$ cat config.mk
export PLATFORM = sky130hd
export DESIGN_NAME = uart16450_lite
export DESIGN_NICKNAME = d
export VERILOG_FILES = /design/src/rtl/uart16450_lite.sv
export SDC_FILE = /design/constraint.sdc
export NUM_CORES = 1
export LEC_CHECK = 0
export ABC_CLOCK_PERIOD_IN_PS = 2500
export BUFFER_PORTS_ARGS = -buffer_cell sky130_fd_sc_hd__buf_2
export CORE_ASPECT_RATIO = 1.25
export CORE_MARGIN = 2
export CORE_UTILIZATION = 55
export DETAILED_ROUTE_END_ITERATION = 6
export PLACE_DENSITY = 0.83
export SLEW_MARGIN = 20
export SYNTH_ARGS = -nofsm -noshare
export SYNTH_HDL_FRONTEND = slang
export SYNTH_SLANG_ARGS = --single-unit
export TNS_END_PERCENT = 5
$ cat constraint.sdc
create_clock -name clk -period 2.5 [get_ports clk]
set_clock_uncertainty 0.15 [all_clocks]
set_input_delay 0.125 -clock clk [delete_from_list [all_inputs] [get_ports clk]]
set_output_delay 0.125 -clock clk [all_outputs]
set_load 0.02 [all_outputs]
$ cat src/rtl/uart16450_lite.sv
// rtl/uart16450_lite.sv - 16450-subset UART responder: register file, baud tick, 8N1 TX/RX serialisers.
module uart16450_lite #(
    parameter logic [15:0] DIV_RESET = 16'd1
) (
    input  logic       clk,
    input  logic       rst_n,
    input  logic [2:0] addr,
    input  logic [7:0] din,
    output logic [7:0] dout,
    input  logic       we,
    input  logic       re,
    input  logic       ce,
    input  logic       rxd,
    output logic       txd,
    output logic       irq
);
    typedef enum logic [1:0] {RX_IDLE, RX_START, RX_DATA, RX_STOP} rx_state_t;

    logic [3:0]  ier;
    logic [7:0]  lcr, scr, dll, dlm, rbr, thr, iir, lsr;
    logic [4:0]  mcr;
    logic        we_q, re_q, wr_ev, rd_ev, dlab;
    logic        wr_thr, wr_dl, wr_ier, rd_rbr, rd_iir, rd_lsr;
    logic [15:0] divisor, bcnt;
    logic        reload_q, tick;
    logic        thr_full, thre, temt, thre_pend, transfer;
    logic        tx_busy, tx_serial;
    logic [9:0]  tx_sh;
    logic [3:0]  tx_tcnt, tx_bcnt;
    logic        rx_s1, rx_s2, rx_in, rx_prev, rx_fall, rx_sample, frame_done;
    logic [3:0]  rx_tcnt;
    logic [2:0]  rx_bcnt;
    logic [7:0]  rx_sh;
    logic        dr, oe, fe;
    rx_state_t   rx_state, rx_next;

    // A held bus access produces exactly one event, on its first cycle.
    assign wr_ev  = ce & we & ~we_q;
    assign rd_ev  = ce & re & ~re_q;
    assign dlab   = lcr[7];
    assign wr_thr = wr_ev & (addr == 3'd0) & ~dlab;
    assign wr_dl  = wr_ev & dlab & ((addr == 3'd0) | (addr == 3'd1));
    assign wr_ier = wr_ev & (addr == 3'd1) & ~dlab;
    assign rd_rbr = rd_ev & (addr == 3'd0) & ~dlab;
    assign rd_iir = rd_ev & (addr == 3'd2);
    assign rd_lsr = rd_ev & (addr == 3'd5);

    always_ff @(posedge clk or negedge rst_n) begin
        if (!rst_n) begin
            we_q <= 1'b0; re_q <= 1'b0;
            ier <= 4'd0; lcr <= 8'd0; mcr <= 5'd0; scr <= 8'd0;
            dll <= DIV_RESET[7:0]; dlm <= DIV_RESET[15:8];
        end else begin
            we_q <= ce & we;
            re_q <= ce & re;
            if (wr_ev) begin
                case (addr)
                    3'd0: if (dlab) dll <= din;
                    3'd1: if (dlab) dlm <= din; else ier <= din[3:0];
                    3'd3: lcr <= din;
                    3'd4: mcr <= din[4:0];
                    3'd7: scr <= din;
                    default: ;
                endcase
            end
        end
    end

    // Divisor of zero parks the counter at zero, so no ticks are produced.
    assign divisor = {dlm, dll};
    assign tick    = (bcnt == 16'd1);

    always_ff @(posedge clk or negedge rst_n) begin
        if (!rst_n) begin
            bcnt     <= DIV_RESET;
            reload_q <= 1'b0;
        end else begin
            reload_q <= wr_dl;
            if (reload_q || bcnt <= 16'd1) bcnt <= divisor;
            else                           bcnt <= bcnt - 16'd1;
        end
    end

    assign transfer  = ~tx_busy & thr_full;
    assign thre      = ~thr_full;
    assign temt      = thre & ~tx_busy;
    assign tx_serial = tx_busy ? tx_sh[0] : 1'b1;
    assign txd       = mcr[4] | tx_serial;

    always_ff @(posedge clk or negedge rst_n) begin
        if (!rst_n) begin
            thr <= 8'd0; thr_full <= 1'b0; tx_busy <= 1'b0;
            tx_sh <= 10'h3ff; tx_tcnt <= 4'd0; tx_bcnt <= 4'd0;
        end else begin
            if (wr_thr) begin
                thr      <= din;
                thr_full <= 1'b1;
            end else if (transfer) begin
                thr_full <= 1'b0;
            end
            if (transfer) begin
                tx_sh   <= {1'b1, thr, 1'b0};
                tx_busy <= 1'b1;
                tx_tcnt <= 4'd0;
                tx_bcnt <= 4'd0;
            end else if (tx_busy && tick) begin
                tx_tcnt <= tx_tcnt + 4'd1;
                if (tx_tcnt == 4'd15) begin
                    if (tx_bcnt == 4'd9) begin
                        tx_busy <= 1'b0;
                    end else begin
                        tx_sh   <= {1'b1, tx_sh[9:1]};
                        tx_bcnt <= tx_bcnt + 4'd1;
                    end
                end
            end
        end
    end

    // Loopback feeds the serialiser straight in, skipping the synchroniser.
    assign rx_in     = mcr[4] ? tx_serial : rx_s2;
    assign rx_fall   = rx_prev & ~rx_in;
    assign rx_sample = tick & ((rx_state == RX_START) ? (rx_tcnt == 4'd7) : (rx_tcnt == 4'd15));

    always_ff @(posedge clk or negedge rst_n) begin
        if (!rst_n) rx_state <= RX_IDLE;
        else        rx_state <= rx_next;
    end

    always_comb begin
        rx_next    = rx_state;
        frame_done = 1'b0;
        case (rx_state)
            RX_IDLE:  if (rx_fall) rx_next = RX_START;
            RX_START: if (rx_sample) rx_next = rx_in ? RX_IDLE : RX_DATA;
            RX_DATA:  if (rx_sample && rx_bcnt == 3'd7) rx_next = RX_STOP;
            RX_STOP:  if (rx_sample) begin
                          rx_next    = RX_IDLE;
                          frame_done = 1'b1;
                      end
            default:  rx_next = RX_IDLE;
        endcase
    end

    always_ff @(posedge clk or negedge rst_n) begin
        if (!rst_n) begin
            rx_s1 <= 1'b1; rx_s2 <= 1'b1; rx_prev <= 1'b1;
            rx_tcnt <= 4'd0; rx_bcnt <= 3'd0; rx_sh <= 8'd0;
        end else begin
            rx_s1   <= rxd;
            rx_s2   <= rx_s1;
            rx_prev <= rx_in;
            if (rx_state == RX_IDLE) begin
                rx_tcnt <= 4'd0;
                rx_bcnt <= 3'd0;
            end else if (tick) begin
                rx_tcnt <= rx_sample ? 4'd0 : rx_tcnt + 4'd1;
                if (rx_sample && rx_state == RX_DATA) begin
                    rx_sh   <= {rx_in, rx_sh[7:1]};
                    rx_bcnt <= rx_bcnt + 3'd1;
                end
            end
        end
    end

    // A completing frame takes precedence over a clearing read in the same cycle.
    always_ff @(posedge clk or negedge rst_n) begin
        if (!rst_n) begin
            rbr <= 8'd0; dr <= 1'b0; oe <= 1'b0; fe <= 1'b0; thre_pend <= 1'b0;
        end else begin
            if (frame_done) begin
                rbr <= rx_sh;
                dr  <= 1'b1;
                oe  <= oe | dr;
                fe  <= fe | ~rx_in;
            end else begin
                if (rd_rbr) dr <= 1'b0;
                if (rd_lsr) begin
                    oe <= 1'b0;
                    fe <= 1'b0;
                end
            end
            if ((transfer & ~wr_thr) | (wr_ier & ~ier[1] & din[1] & thre))
                thre_pend <= 1'b1;
            else if (wr_thr | (rd_iir & (iir == 8'h02)))
                thre_pend <= 1'b0;
        end
    end

    assign lsr = {1'b0, temt, thre, 1'b0, fe, 1'b0, oe, dr};
    assign irq = ~iir[0];

    always_comb begin
        iir = 8'h01;
        if ((oe | fe) & ier[2])      iir = 8'h06;
        else if (dr & ier[0])        iir = 8'h04;
        else if (thre_pend & ier[1]) iir = 8'h02;
    end

    always_comb begin
        dout = 8'h00;
        case (addr)
            3'd0: dout = dlab ? dll : rbr;
            3'd1: dout = dlab ? dlm : {4'd0, ier};
            3'd2: dout = iir;
            3'd3: dout = lcr;
            3'd4: dout = {3'd0, mcr};
            3'd5: dout = lsr;
            3'd6: dout = 8'h00;
            3'd7: dout = scr;
            default: dout = 8'h00;
        endcase
    end
endmodule
==> impl_metrics.sql, run 1 <==
INSERT INTO impl_metrics (metric_group, metric, value, unit) VALUES
('status', 'run_status', 'complete, no violations', ''),
('critical_path', 'critPathLaunch', 'addr[2]', ''),
('power_and_ir_drop', 'static-leakage-power', '0.00311', 'µW'),
('routing', 'avgViaCountPerCell', '6.27', ''),
('sta', 'period_share', '0.964', ''),
('sta', 'fin_worst_hold_slack', '0.0242', 'ns'),
('die', 'rows', '41', ''),
('sta', 'hold_violation_count_in_the_final_report', '0', ''),
('critical_path', 'worstPathMaxFanout', '15', ''),
('cts', 'clock_latency_reported_for_the_late_side_of_the_worst_skew_pair', '0.42', 'ns'),
('final_layout', 'final-seq-area', '3000', 'µm²'),
('cts', 'h-tree-depth', '4', ''),
('global_routing', 'grt_antenna_before_repair', '0', ''),
('critical_path', 'worstReg2RegStart', 'bcnt[0]', ''),
('critical_path', 'critPathCaptureType', 'output port', ''),
('sta', 'rsz0062_at_grt', 'no', ''),
('sta', 'report.final.slew_viol_count', '0', ''),
('power_and_ir_drop', 'ir_worst_vdd', '0.547', 'mV'),
('placement', 'dp_hpwl', '9270', 'µm'),
('critical_path', 'critPathArrivalTime', '2.13', 'ns'),
('global_routing', 'globalRoute.busiestLayer', 'met2', ''),
('global_routing', 'grt_start_max_net_pins', '53', ''),
('placement', 'cell_count_post_placement', '667', ''),
('synthesis', 'syn-cell-area', '5710', 'µm²'),
('die', 'die_height', '118', 'µm'),
('placement', 'place.gp.congestion', '0.958', ''),
('routing', 'postRouteAntennaNets', '0', ''),
('critical_path', 'worst_reg_to_reg_cells', '5', ''),
('critical_path', 'timing.rr.end', 'rx_bcnt[2]', ''),
('critical_path', 'cp-endpoint', 'dout[2]', ''),
('global_routing', 'met1_usage', '0.338', ''),
('cts', 'clock_tree_sinks', '119', ''),
('synthesis', 'ys_types', '51', ''),
('final_layout', 'area.growth.synth_to_final', '20.6', '%'),
('die', 'fp.coreArea', '10100', 'µm²'),
('cts', 'clock-root-buffer', 'sky130_fd_sc_hd__clkbuf_16', ''),
('synthesis', 'post_synthesis_net_count', '544', ''),
('synthesis', 'yosys_warnings', '0', ''),
('placement', 'io_buffers', '26', ''),
('synthesis', 'synth-main-ff-cell', 'sky130_fd_sc_hd__dfrtp_1', ''),
('cts', 'clock_tree_from_tritoncts', 'done', ''),
('global_routing', 'global_route_congestion_overflow_total', '0', ''),
('sta', 'max_freq', '0.415', 'GHz'),
('final_layout', 'final-instance-count-excl-fill', '715', ''),
('synthesis', 'synthesis.area_per_instance', '11.0', 'µm²'),
('cts', 'clk_path_buf_depth', '2', ''),
('global_routing', 'first_global_vias', '4606', ''),
('critical_path', 'crit_required', '2.23', 'ns'),
('global_routing', 'grt_first_pass_wirelength', '23700', 'µm'),
('die', 'floorplan.die.width', '95.1', 'µm'),
('final_layout', 'postLayoutCoreUtil', '0.681', ''),
('sta', 'final.setup.tns', '0', 'ns'),
('critical_path', 'path_class', 'input port to output port', ''),
('routing', 'firstDrtPassIters', '6', ''),
('cts', 'numCtsBuffers', '17', ''),
('global_routing', 'grt_util_all_layers', '0.280', ''),
('global_routing', 'grt.met3_usage', '0.0679', ''),
('die', 'effective_utilization_at_floorplan', '0.565', ''),
('final_layout', 'fin_nets', '598', ''),
('die', 'top_level_i_o_count', '27', ''),
('job', 'drv_cap', '0', ''),
('final_layout', 'drive_above_1_share', '0.299', ''),
('global_routing', 'groute.layer.met2.usage', '0.464', ''),
('critical_path', 'reg2reg_setup_slack', '0.14', 'ns'),
('final_layout', 'antennaDiodeCount', '0', ''),
('routing', 'detail_route.wirelength', '14700', 'µm'),
('final_layout', 'final.fill_count', '655', ''),
('synthesis', 'postSynthRegisterBits', '119', ''),
('routing', 'initialDrtViolationCount', '488', ''),
('min_path', 'worst_hold_path_type', 'input port to register', ''),
('routing', 'vias', '4485', '');
-- layout by cell type (no fill, tap or decap), types with 3 or more instances in the layout --
cell                            instances
sky130_fd_sc_hd__dfrtp_1              104
sky130_fd_sc_hd__mux2_2                70
sky130_fd_sc_hd__nand2_1               47
sky130_fd_sc_hd__nor2_1                43
sky130_fd_sc_hd__a21oi_1               41
sky130_fd_sc_hd__buf_2                 24
sky130_fd_sc_hd__buf_4                 18
sky130_fd_sc_hd__clkbuf_16             17
sky130_fd_sc_hd__dlygate4sd3_1         16
sky130_fd_sc_hd__nand3_1               15
sky130_fd_sc_hd__dfstp_2               14
sky130_fd_sc_hd__mux2i_1               13
sky130_fd_sc_hd__o21ai_0               11
sky130_fd_sc_hd__xnor2_1               11
sky130_fd_sc_hd__a22o_1                 9
sky130_fd_sc_hd__xor2_1                 9
sky130_fd_sc_hd__inv_1                  8
sky130_fd_sc_hd__a31oi_1                8
sky130_fd_sc_hd__ha_1                   8
sky130_fd_sc_hd__nor3_1                 6
sky130_fd_sc_hd__clkinv_4               6
sky130_fd_sc_hd__nor2b_1                5
sky130_fd_sc_hd__or3_1                  5
sky130_fd_sc_hd__nand4_1                5
sky130_fd_sc_hd__inv_6                  5
sky130_fd_sc_hd__and2_1                 4
sky130_fd_sc_hd__nand3b_1               4
sky130_fd_sc_hd__nor3_2                 3
sky130_fd_sc_hd__nor3b_1                3
sky130_fd_sc_hd__a22oi_1                3
sky130_fd_sc_hd__nand2b_1               3
sky130_fd_sc_hd__and3_1                 3
sky130_fd_sc_hd__o311ai_0               3
sky130_fd_sc_hd__bufinv_16              3
-- kinds of logic after synthesis --
kind of cell / Yosys count / synth area share
buf+inv: 34 / 0.0235
flops: 119 / 0.525
mux: 84 / 0.163
simple gates: 162 / 0.142
xor+xnor: 20 / 0.0307
compound gates: 92 / 0.0993
fa+ha+maj: 8 / 0.0175
-- worst min path at each step --
stage / start / endpoint / depth (start not counted)
2_1_floorplan: rst_n / async pin / 0
3_3_place_gp: rst_n / ier[0] / 1
3_5_place_dp: rst_n / ier[1] / 1
4_1_cts: ce / dr / 4
5_1_grt: ce / dr / 4
6_report: ce / dr / 4
-- flip-flops by register name, summed over array words and instances (netlist names), 3 cells and up, named ones only --
| name | flops |
|---|---|
| mcr | 5 |
| tx_bcnt | 4 |
| thr | 8 |
| bcnt | 16 |
| scr | 8 |
| rx_sh | 8 |
| rx_bcnt | 3 |
| dll | 8 |
| dlm | 8 |
| tx_sh | 9 |
| rbr | 8 |
| lcr | 8 |
| tx_tcnt | 4 |
| rx_tcnt | 4 |
| ier | 4 |
-- metal layers --
layer  up-vias  wire length (µm)
li1       1963                 -
met1      2225              5600
met2       239              7620
met3        58               892
met4         0               633
met5         -                 0
-- report_power, final --
| part | internal (µW) | switching [µW] |
|---|---|---|
| clock network | 1590 | 951 |
| registers | 2280 | 383 |
| logic | 508 | 519 |
| total | 4370 | 1850 |
-- cell type report --
type	instances	area share
Clock buffer	17	0.0618
Clock inverter	15	0.0278
Inverter	8	0.00436
Multi-Input combinational cell	366	0.380
Sequential cell	119	0.435
Tap cell	129	0.0235
Timing Repair Buffer	61	0.0673
-- metrics by stage --
stage	worst slack (ns)	area (µm²)	total power, µW
after floorplan	0.331	5710	3240
after global placement	0.219	6070	3530
after detailed placement	0.106	6070	3600
after CTS	0.0470	6850	6200
after global routing	0.0182	6880	6460
final	0.0912	6880	6220
-- repair_timing --
| action | in CTS | in global routing |
|---|---|---|
| buffers inserted | 0 | 0 |
| gates resized for setup | 1 | 8 |
| hold buffers | 16 | 0 |
| hold endpoints to repair | 97 | 0 |
| setup endpoints to repair | 8 | 21 |
-- critical path, cell delays in order --
cell	delay [ns]
sky130_fd_sc_hd__dlygate4sd3_1	0.53
sky130_fd_sc_hd__clkbuf_4	0.24
sky130_fd_sc_hd__buf_4	0.22
sky130_fd_sc_hd__mux2i_2	0.25
sky130_fd_sc_hd__o22ai_1	0.12
sky130_fd_sc_hd__a22o_1	0.24
sky130_fd_sc_hd__a21oi_1	0.17
sky130_fd_sc_hd__a21oi_1	0.06
sky130_fd_sc_hd__buf_2	0.18
No activity file was read; power rests on OpenSTA's default activity.
==> run 2: changes to the inputs <==
--- a/config.mk
+++ b/config.mk
@@ -11,6 +11,7 @@
 export CORE_MARGIN = 2
 export CORE_UTILIZATION = 55
 export DETAILED_ROUTE_END_ITERATION = 6
+export MAX_ROUTING_LAYER = met4
 export PLACE_DENSITY = 0.83
 export SLEW_MARGIN = 20
 export SYNTH_ARGS = -nofsm -noshare
==> impl_metrics.sql, run 2 (synthesis gave the netlist of run 1 again) <==
INSERT INTO impl_metrics (metric_group, metric, value, unit) VALUES
('status', 'run_status', 'complete, no violations', ''),
('critical_path', 'worstPathMaxFanout', '9', ''),
('cts', 'numCtsBuffers', '17', ''),
('final_layout', 'final-seq-area', '3000', 'µm²'),
('routing', 'vias', '4382', ''),
('placement', 'cell_count_post_placement', '667', ''),
('die', 'effective_utilization_at_floorplan', '0.565', ''),
('global_routing', 'global_route_congestion_overflow_total', '0', ''),
('global_routing', 'grt_antenna_before_repair', '0', ''),
('placement', 'dp_hpwl', '9300', 'µm'),
('critical_path', 'slowest_delay', '0.56', 'ns'),
('final_layout', 'antennaDiodeCount', '0', ''),
('critical_path', 'critPathCaptureType', 'register', ''),
('routing', 'initialDrtViolationCount', '287', ''),
('global_routing', 'grt_start_max_net_pins', '55', ''),
('sta', 'finalWorstSetupSlack', '0.177', 'ns'),
('global_routing', 'grt_first_pass_wirelength', '23100', 'µm'),
('cts', 'clk_path_buf_depth', '2', ''),
('die', 'fp.coreArea', '10100', 'µm²'),
('sta', 'timing.final.setup_violations', '0', ''),
('sta', 'fin_worst_hold_slack', '0.0681', 'ns'),
('final_layout', 'max_reg_flops', '16', ''),
('routing', 'detail_route.drc_violations', '0', ''),
('placement', 'dpl_worst_slack', '0.113', 'ns'),
('critical_path', 'critPathArrivalTime', '2.50', 'ns'),
('final_layout', 'drive_above_1_share', '0.295', ''),
('sta', 'hold_violation_count_in_the_final_report', '0', ''),
('power_and_ir_drop', 'static-leakage-power', '0.00307', 'µW'),
('placement', 'io_buffers', '26', ''),
('routing', 'routedWlPerCell', '19.7', 'µm'),
('sta', 'period_share', '0.929', ''),
('cts', 'clkTransAtPathRegs', '0.06', 'ns'),
('power_and_ir_drop', 'power_density', '890', 'nW/µm²'),
('final_layout', 'area.growth.synth_to_final', '19.4', '%'),
('final_layout', 'max_flop_register', 'bcnt', ''),
('placement', 'postPlaceCellArea', '6070', 'µm²'),
('min_path', 'worst_hold_path_type', 'input port to register', ''),
('final_layout', 'multi_input_comb_area', '2600', 'µm²'),
('sta', 'max_freq', '0.430', 'GHz'),
('cts', 'clock-root-buffer', 'sky130_fd_sc_hd__clkbuf_16', ''),
('global_routing', 'grt_util_all_layers', '0.279', ''),
('final_layout', 'fin_nets', '596', ''),
('routing', 'postRouteAntennaNets', '0', ''),
('final_layout', 'final_cell_mix', 'sky130_fd_sc_hd__dfrtp_1 (104), sky130_fd_sc_hd__mux2_2 (70), sky130_fd_sc_hd__nand2_1 (47)', ''),
('sta', 'report.final.slew_viol_count', '0', ''),
('critical_path', 'critPathSlowestCell', 'sky130_fd_sc_hd__dfstp_2', ''),
('die', 'rows', '41', ''),
('global_routing', 'first_global_vias', '4565', ''),
('sta', 'rsz0062_at_grt', 'no', ''),
('power_and_ir_drop', 'ir_worst_vdd', '0.598', 'mV'),
('cts', 'clock_latency_reported_for_the_late_side_of_the_worst_skew_pair', '0.42', 'ns'),
('die', 'floorplan.die.width', '95.1', 'µm'),
('cts', 'h-tree-depth', '4', ''),
('final_layout', 'fin_area', '6820', 'µm²'),
('die', 'die-area', '11200', 'µm²'),
('die', 'die_height', '118', 'µm'),
('critical_path', 'timing.critical_path.cells', 'ha_1 > nor3b_1 > and4_1 > and2_1 > a21oi_1 > a21oi_1', ''),
('final_layout', 'most_common_library_cell_in_the_layout_ignoring_fill_and_taps', 'sky130_fd_sc_hd__dfrtp_1', ''),
('placement', 'place.gp.congestion', '0.964', ''),
('sta', 'layout_min_cycle_time', '2.32', 'ns'),
('final_layout', 'final-instance-count-excl-fill', '713', ''),
('final_layout', 'biggestRegsByFlops', 'bcnt: 16 flops, tx_sh: 9 flops', ''),
('critical_path', 'crit_required', '2.68', 'ns'),
('cts', 'clock_tree_sinks', '119', ''),
('job', 'drv_cap', '0', ''),
('sta', 'max_slew.worst_pin.slew', '0.752', 'ns'),
('die', 'top_level_i_o_count', '27', ''),
('critical_path', 'path_class', 'register to register', ''),
('routing', 'avgViaCountPerCell', '6.15', ''),
('sta', 'relSlewSlack', '0.495', ''),
('routing', 'detail_route.wirelength', '14100', 'µm'),
('routing', 'firstDrtPassIters', '5', ''),
('critical_path', 'startpoint_type', 'register', ''),
('cts', 'clock_tree_from_tritoncts', 'done', ''),
('critical_path', 'critical_path.most_common_cell', 'sky130_fd_sc_hd__a21oi_1', ''),
('final_layout', 'final.fill_count', '683', ''),
('sta', 'final.setup.tns', '0', 'ns');
-- run 2: cell type report --
type                    instances  area share
clock inverters                14      0.0220
well taps                     129      0.0237
flip-flops and latches        119       0.440
inverters                       8     0.00441
repair buffers                 59      0.0646
multi-input cells             366       0.381
clock buffers                  18      0.0644
-- run 2: metal layers --
layer	GRT usage	vias up	routed length [µm]
met2	0.449	142	7300
met5	-	-	0
met4	0.138	0	542
li1	-	1972	-
met3	0.0538	49	626
met1	0.331	2219	5600
-- run 2: stage by stage --
step | util | total power, µW
2_1_floorplan | - | 3240
3_3_place_gp | 0.601 | 3540
3_5_place_dp | 0.601 | 3590
4_1_cts | 0.673 | 6040
5_1_grt | 0.675 | 6300
6_report | 0.675 | 6070
-- run 2: worst max-delay path, delay by kind of cell (launching register included) --
family	cells	cell delay, ns
flops	1	0.56
fa+ha+maj	1	0.17
compound gates	2	0.39
simple gates	3	0.98
-- run 2: timing repair --
action                                 4_1_cts  5_1_grt
hold buffers                                14        0
setup endpoints to repair                    0       14
buffers inserted                             0        0
endpoints found under the hold margin      101        0
resized for setup                            0        6
-- run 2: power breakdown --
| part | leakage, µW | internal [µW] | switching [µW] |
|---|---|---|---|
| Clock | 0.000271 | 1490 | 912 |
| Sequential | 0.00150 | 2280 | 364 |
| Combinational | 0.00130 | 505 | 515 |
| Total | 0.00307 | 4280 | 1790 |
-- run 2: path summary, 6_finish.rpt --
path | from | cells past startpoint | slack (ns) | end
max | bcnt[0] | 6 | 0.18 | tx_sh[4]
min | addr[1] | 3 | 0.07 | reload_q
max reg2reg | bcnt[0] | 6 | 0.18 | tx_sh[4]
min reg2reg | rx_s1 | 0 | 0.21 | rx_s2
max in group asynchronous | rst_n | 3 | 1.29 | bcnt[0]
min in group asynchronous | rst_n | 2 | 0.15 | re_q
==> run 3: changes to the inputs <==
==> constraint.sdc (replaced) <==
create_clock -name clk -period 2.5 [get_ports clk]
set_clock_uncertainty 0.15 [all_clocks]
set_input_delay 0.125 -clock clk [delete_from_list [all_inputs] [get_ports clk]]
set_output_delay 0.125 -clock clk [all_outputs]
set_load 0.05 [all_outputs]
==> impl_metrics.sql, run 3 (synthesis gave the netlist of run 1 again) <==
INSERT INTO impl_metrics (metric_group, metric, value, unit) VALUES
('critical_path', 'timing.rr.end', 'rx_state[0]', ''),
('global_routing', 'grt_util_all_layers', '0.280', ''),
('cts', 'h-tree-depth', '4', ''),
('critical_path', 'path_class', 'register to output port', ''),
('power_and_ir_drop', 'power.sequential.fraction', '0.429', ''),
('die', 'effective_utilization_at_floorplan', '0.565', ''),
('final_layout', 'final.fill_count', '688', ''),
('sta', 'max_freq', '0.406', 'GHz'),
('cts', 'clock_tree_sinks', '119', ''),
('sta', 'period_share', '0.986', ''),
('sta', 'relSlewSlack', '0.502', ''),
('global_routing', 'globalRoute.busiestLayer', 'met2', ''),
('min_path', 'timing.hold.worst_path_depth', '4', ''),
('sta', 'final.setup.tns', '0', 'ns'),
('routing', 'vias', '4351', ''),
('critical_path', 'crit_required', '2.23', 'ns'),
('routing', 'initialDrtViolationCount', '299', ''),
('final_layout', 'biggestRegsByFlops', 'bcnt: 16 flops, tx_sh: 9 flops', ''),
('power_and_ir_drop', 'switching_share', '0.300', ''),
('routing', 'detail_route.wirelength', '13900', 'µm'),
('critical_path', 'critical_path.most_common_cell', 'sky130_fd_sc_hd__a21oi_1', ''),
('routing', 'firstDrtPassIters', '5', ''),
('job', 'drv_cap', '0', ''),
('routing', 'detail_route.drc_violations', '0', ''),
('final_layout', 'max_reg_flops', '16', ''),
('global_routing', 'grt_start_max_net_pins', '54', ''),
('critical_path', 'worstReg2RegStart', 'bcnt[10]', ''),
('power_and_ir_drop', 'power.switching', '1850', 'µW'),
('final_layout', 'max_flop_register', 'bcnt', ''),
('critical_path', 'startpoint_type', 'register', ''),
('power_and_ir_drop', 'power.share.combinational', '0.175', ''),
('final_layout', 'antennaDiodeCount', '0', ''),
('die', 'die-area', '11200', 'µm²'),
('die', 'fp.coreArea', '10100', 'µm²'),
('die', 'top_level_i_o_count', '27', ''),
('global_routing', 'groute.layer.met2.usage', '0.428', ''),
('final_layout', 'final_cell_mix', 'sky130_fd_sc_hd__dfrtp_1 (105), sky130_fd_sc_hd__mux2_2 (70), sky130_fd_sc_hd__nand2_1 (47)', ''),
('power_and_ir_drop', 'static-leakage-power', '0.00310', 'µW'),
('cts', 'clkTransAtPathRegs', '0.06', 'ns'),
('global_routing', 'global_route_congestion_overflow_total', '0', ''),
('global_routing', 'grt.met3_usage', '0.0634', ''),
('routing', 'avgViaCountPerCell', '6.09', ''),
('global_routing', 'grt_antenna_before_repair', '0', ''),
('placement', 'dp_hpwl', '9280', 'µm'),
('cts', 'clock_latency_reported_for_the_late_side_of_the_worst_skew_pair', '0.42', 'ns'),
('status', 'run_status', 'complete, no violations', ''),
('die', 'rows', '41', ''),
('placement', 'place.gp.congestion', '0.913', ''),
('final_layout', 'fin_nets', '598', ''),
('min_path', 'min_delay_worst_endpoint', 'dr', ''),
('critical_path', 'worst_path_dominant_cell_family', 'flip-flops', ''),
('power_and_ir_drop', 'ir_worst_vdd', '0.643', 'mV'),
('min_path', 'worstHoldStart', 'ce', ''),
('critical_path', 'critical_path_buf_inv_count', '1', ''),
('final_layout', 'most_common_library_cell_in_the_layout_ignoring_fill_and_taps', 'sky130_fd_sc_hd__dfrtp_1', ''),
('placement', 'io_buffers', '26', ''),
('critical_path', 'timing.critical_path.cells', 'mux2i_1 > o22ai_1 > a22o_1 > a21oi_1 > a21oi_1 > buf_2', ''),
('cts', 'post-cts-setup-buffers', '0', ''),
('cts', 'clock_tree_from_tritoncts', 'done', ''),
('sta', 'report.final.slew_viol_count', '0', ''),
('power_and_ir_drop', 'internal_power', '4310', 'µW'),
('final_layout', 'postLayoutCoreUtil', '0.678', ''),
('die', 'floorplan.die.width', '95.1', 'µm'),
('final_layout', 'drive_above_1_share', '0.295', ''),
('cts', 'clk_path_buf_depth', '2', ''),
('global_routing', 'grt_first_pass_wirelength', '23100', 'µm'),
('critical_path', 'critPathArrivalTime', '2.19', 'ns'),
('sta', 'rsz0062_at_grt', 'yes', ''),
('global_routing', 'first_global_vias', '4488', ''),
('sta', 'fin_worst_hold_slack', '0.0614', 'ns'),
('min_path', 'worst_hold_path_type', 'input port to register', ''),
('sta', 'max_slew.worst_pin.slew', '0.745', 'ns'),
('routing', 'routedWlPerCell', '19.4', 'µm'),
('global_routing', 'met1_usage', '0.341', ''),
('critical_path', 'worstPathMaxFanout', '14', ''),
('sta', 'layout_min_cycle_time', '2.47', 'ns'),
('power_and_ir_drop', 'clock_power_share', '0.395', ''),
('die', 'die_height', '118', 'µm'),
('critical_path', 'reg2reg_setup_slack', '0.13', 'ns'),
('critical_path', 'critPathCaptureType', 'output port', ''),
('critical_path', 'critPathSlowestCell', 'sky130_fd_sc_hd__dfrtp_1', ''),
('sta', 'hold_violation_count_in_the_final_report', '0', ''),
('final_layout', 'area.growth.synth_to_final', '20.1', '%'),
('power_and_ir_drop', 'power_density', '899', 'nW/µm²'),
('cts', 'numCtsBuffers', '17', ''),
('cts', 'clock-root-buffer', 'sky130_fd_sc_hd__clkbuf_16', ''),
('critical_path', 'slowest_delay', '0.67', 'ns'),
('sta', 'timing.final.setup_violations', '0', ''),
('critical_path', 'worst_reg_to_reg_cells', '5', ''),
('critical_path', 'critPathLaunch', 'lcr[7]', ''),
('routing', 'postRouteAntennaNets', '0', '');
-- run 3: changes by cell type in the layout (fill, tap and decap cells not counted), sizes merged --
| cell | before | now |
|---|---|---|
| buf | 45 | 44 |
| clkbuf | 18 | 20 |
| clkinvlp | 6 | 3 |
| dlygate4sd3 | 14 | 16 |
| inv | 10 | 12 |
-- run 3: power groups by stage --
stage	combinational, µW	sequential, µW	clock (µW)
floorplan	788	2520	0
global placement	979	2610	0
detailed placement	1020	2640	0
CTS	1060	2620	2460
global route	1160	2690	2570
finish	1080	2650	2440
-- run 3: how the worst max path moves through the flow --
stage / endpoint / slack (ns) / cells past startpoint
finish: dout[2] / 0.03 / 6
floorplan: dout[4] / 0.14 / 5
global placement: rx_sh[2] / 0.21 / 6
CTS: dout[0] / 0.01 / 6
global route: fe / -0.04 / 5
detailed placement: rx_sh[0] / 0.08 / 6
-- run 3: through the flow --
stage                     setup slack (ns)  cell area [µm²]  total power (µW)  cells
after CTS                           0.0118             6830              6150    715
final                               0.0347             6860              6160    715
after detailed placement            0.0776             6070              3670    667
after global placement               0.205             6070              3590    667
after global routing               -0.0437             6860              6420    715
after floorplan                      0.138             5710              3310    519
-- run 3: repair_timing --
action	CTS	global route
endpoints found under the hold margin	108	0
endpoints found under the setup margin	0	18
resized for setup	0	7
hold buffers	16	0
-- run 3: layout make-up --
class | instances | area (µm²) | area share
sequential | 119 | 3000 | 0.437
clock buffer | 19 | 453 | 0.0661
clock inverter | 13 | 145 | 0.0212
timing repair buffer | 61 | 463 | 0.0675
tap | 129 | 161 | 0.0235
multi-input combinational | 366 | 2610 | 0.380
inverter | 8 | 30.0 | 0.00438
-- run 3: per-layer routing --
metal | share of wire | vias up
met5 | 0 | -
met4 | 0.052 | 0
met3 | 0.050 | 59
met2 | 0.50 | 181
met1 | 0.39 | 2146
li1 | - | 1965
-- run 3: worst reg2reg max path, cell delays in order, from the launching register on --
cell and delay (ns):
sky130_fd_sc_hd__dfrtp_1 0.40, sky130_fd_sc_hd__nor4_1 0.55, sky130_fd_sc_hd__nand4_1 0.46, sky130_fd_sc_hd__nor2_1 0.30, sky130_fd_sc_hd__a21boi_0 0.12, sky130_fd_sc_hd__a211o_1 0.27
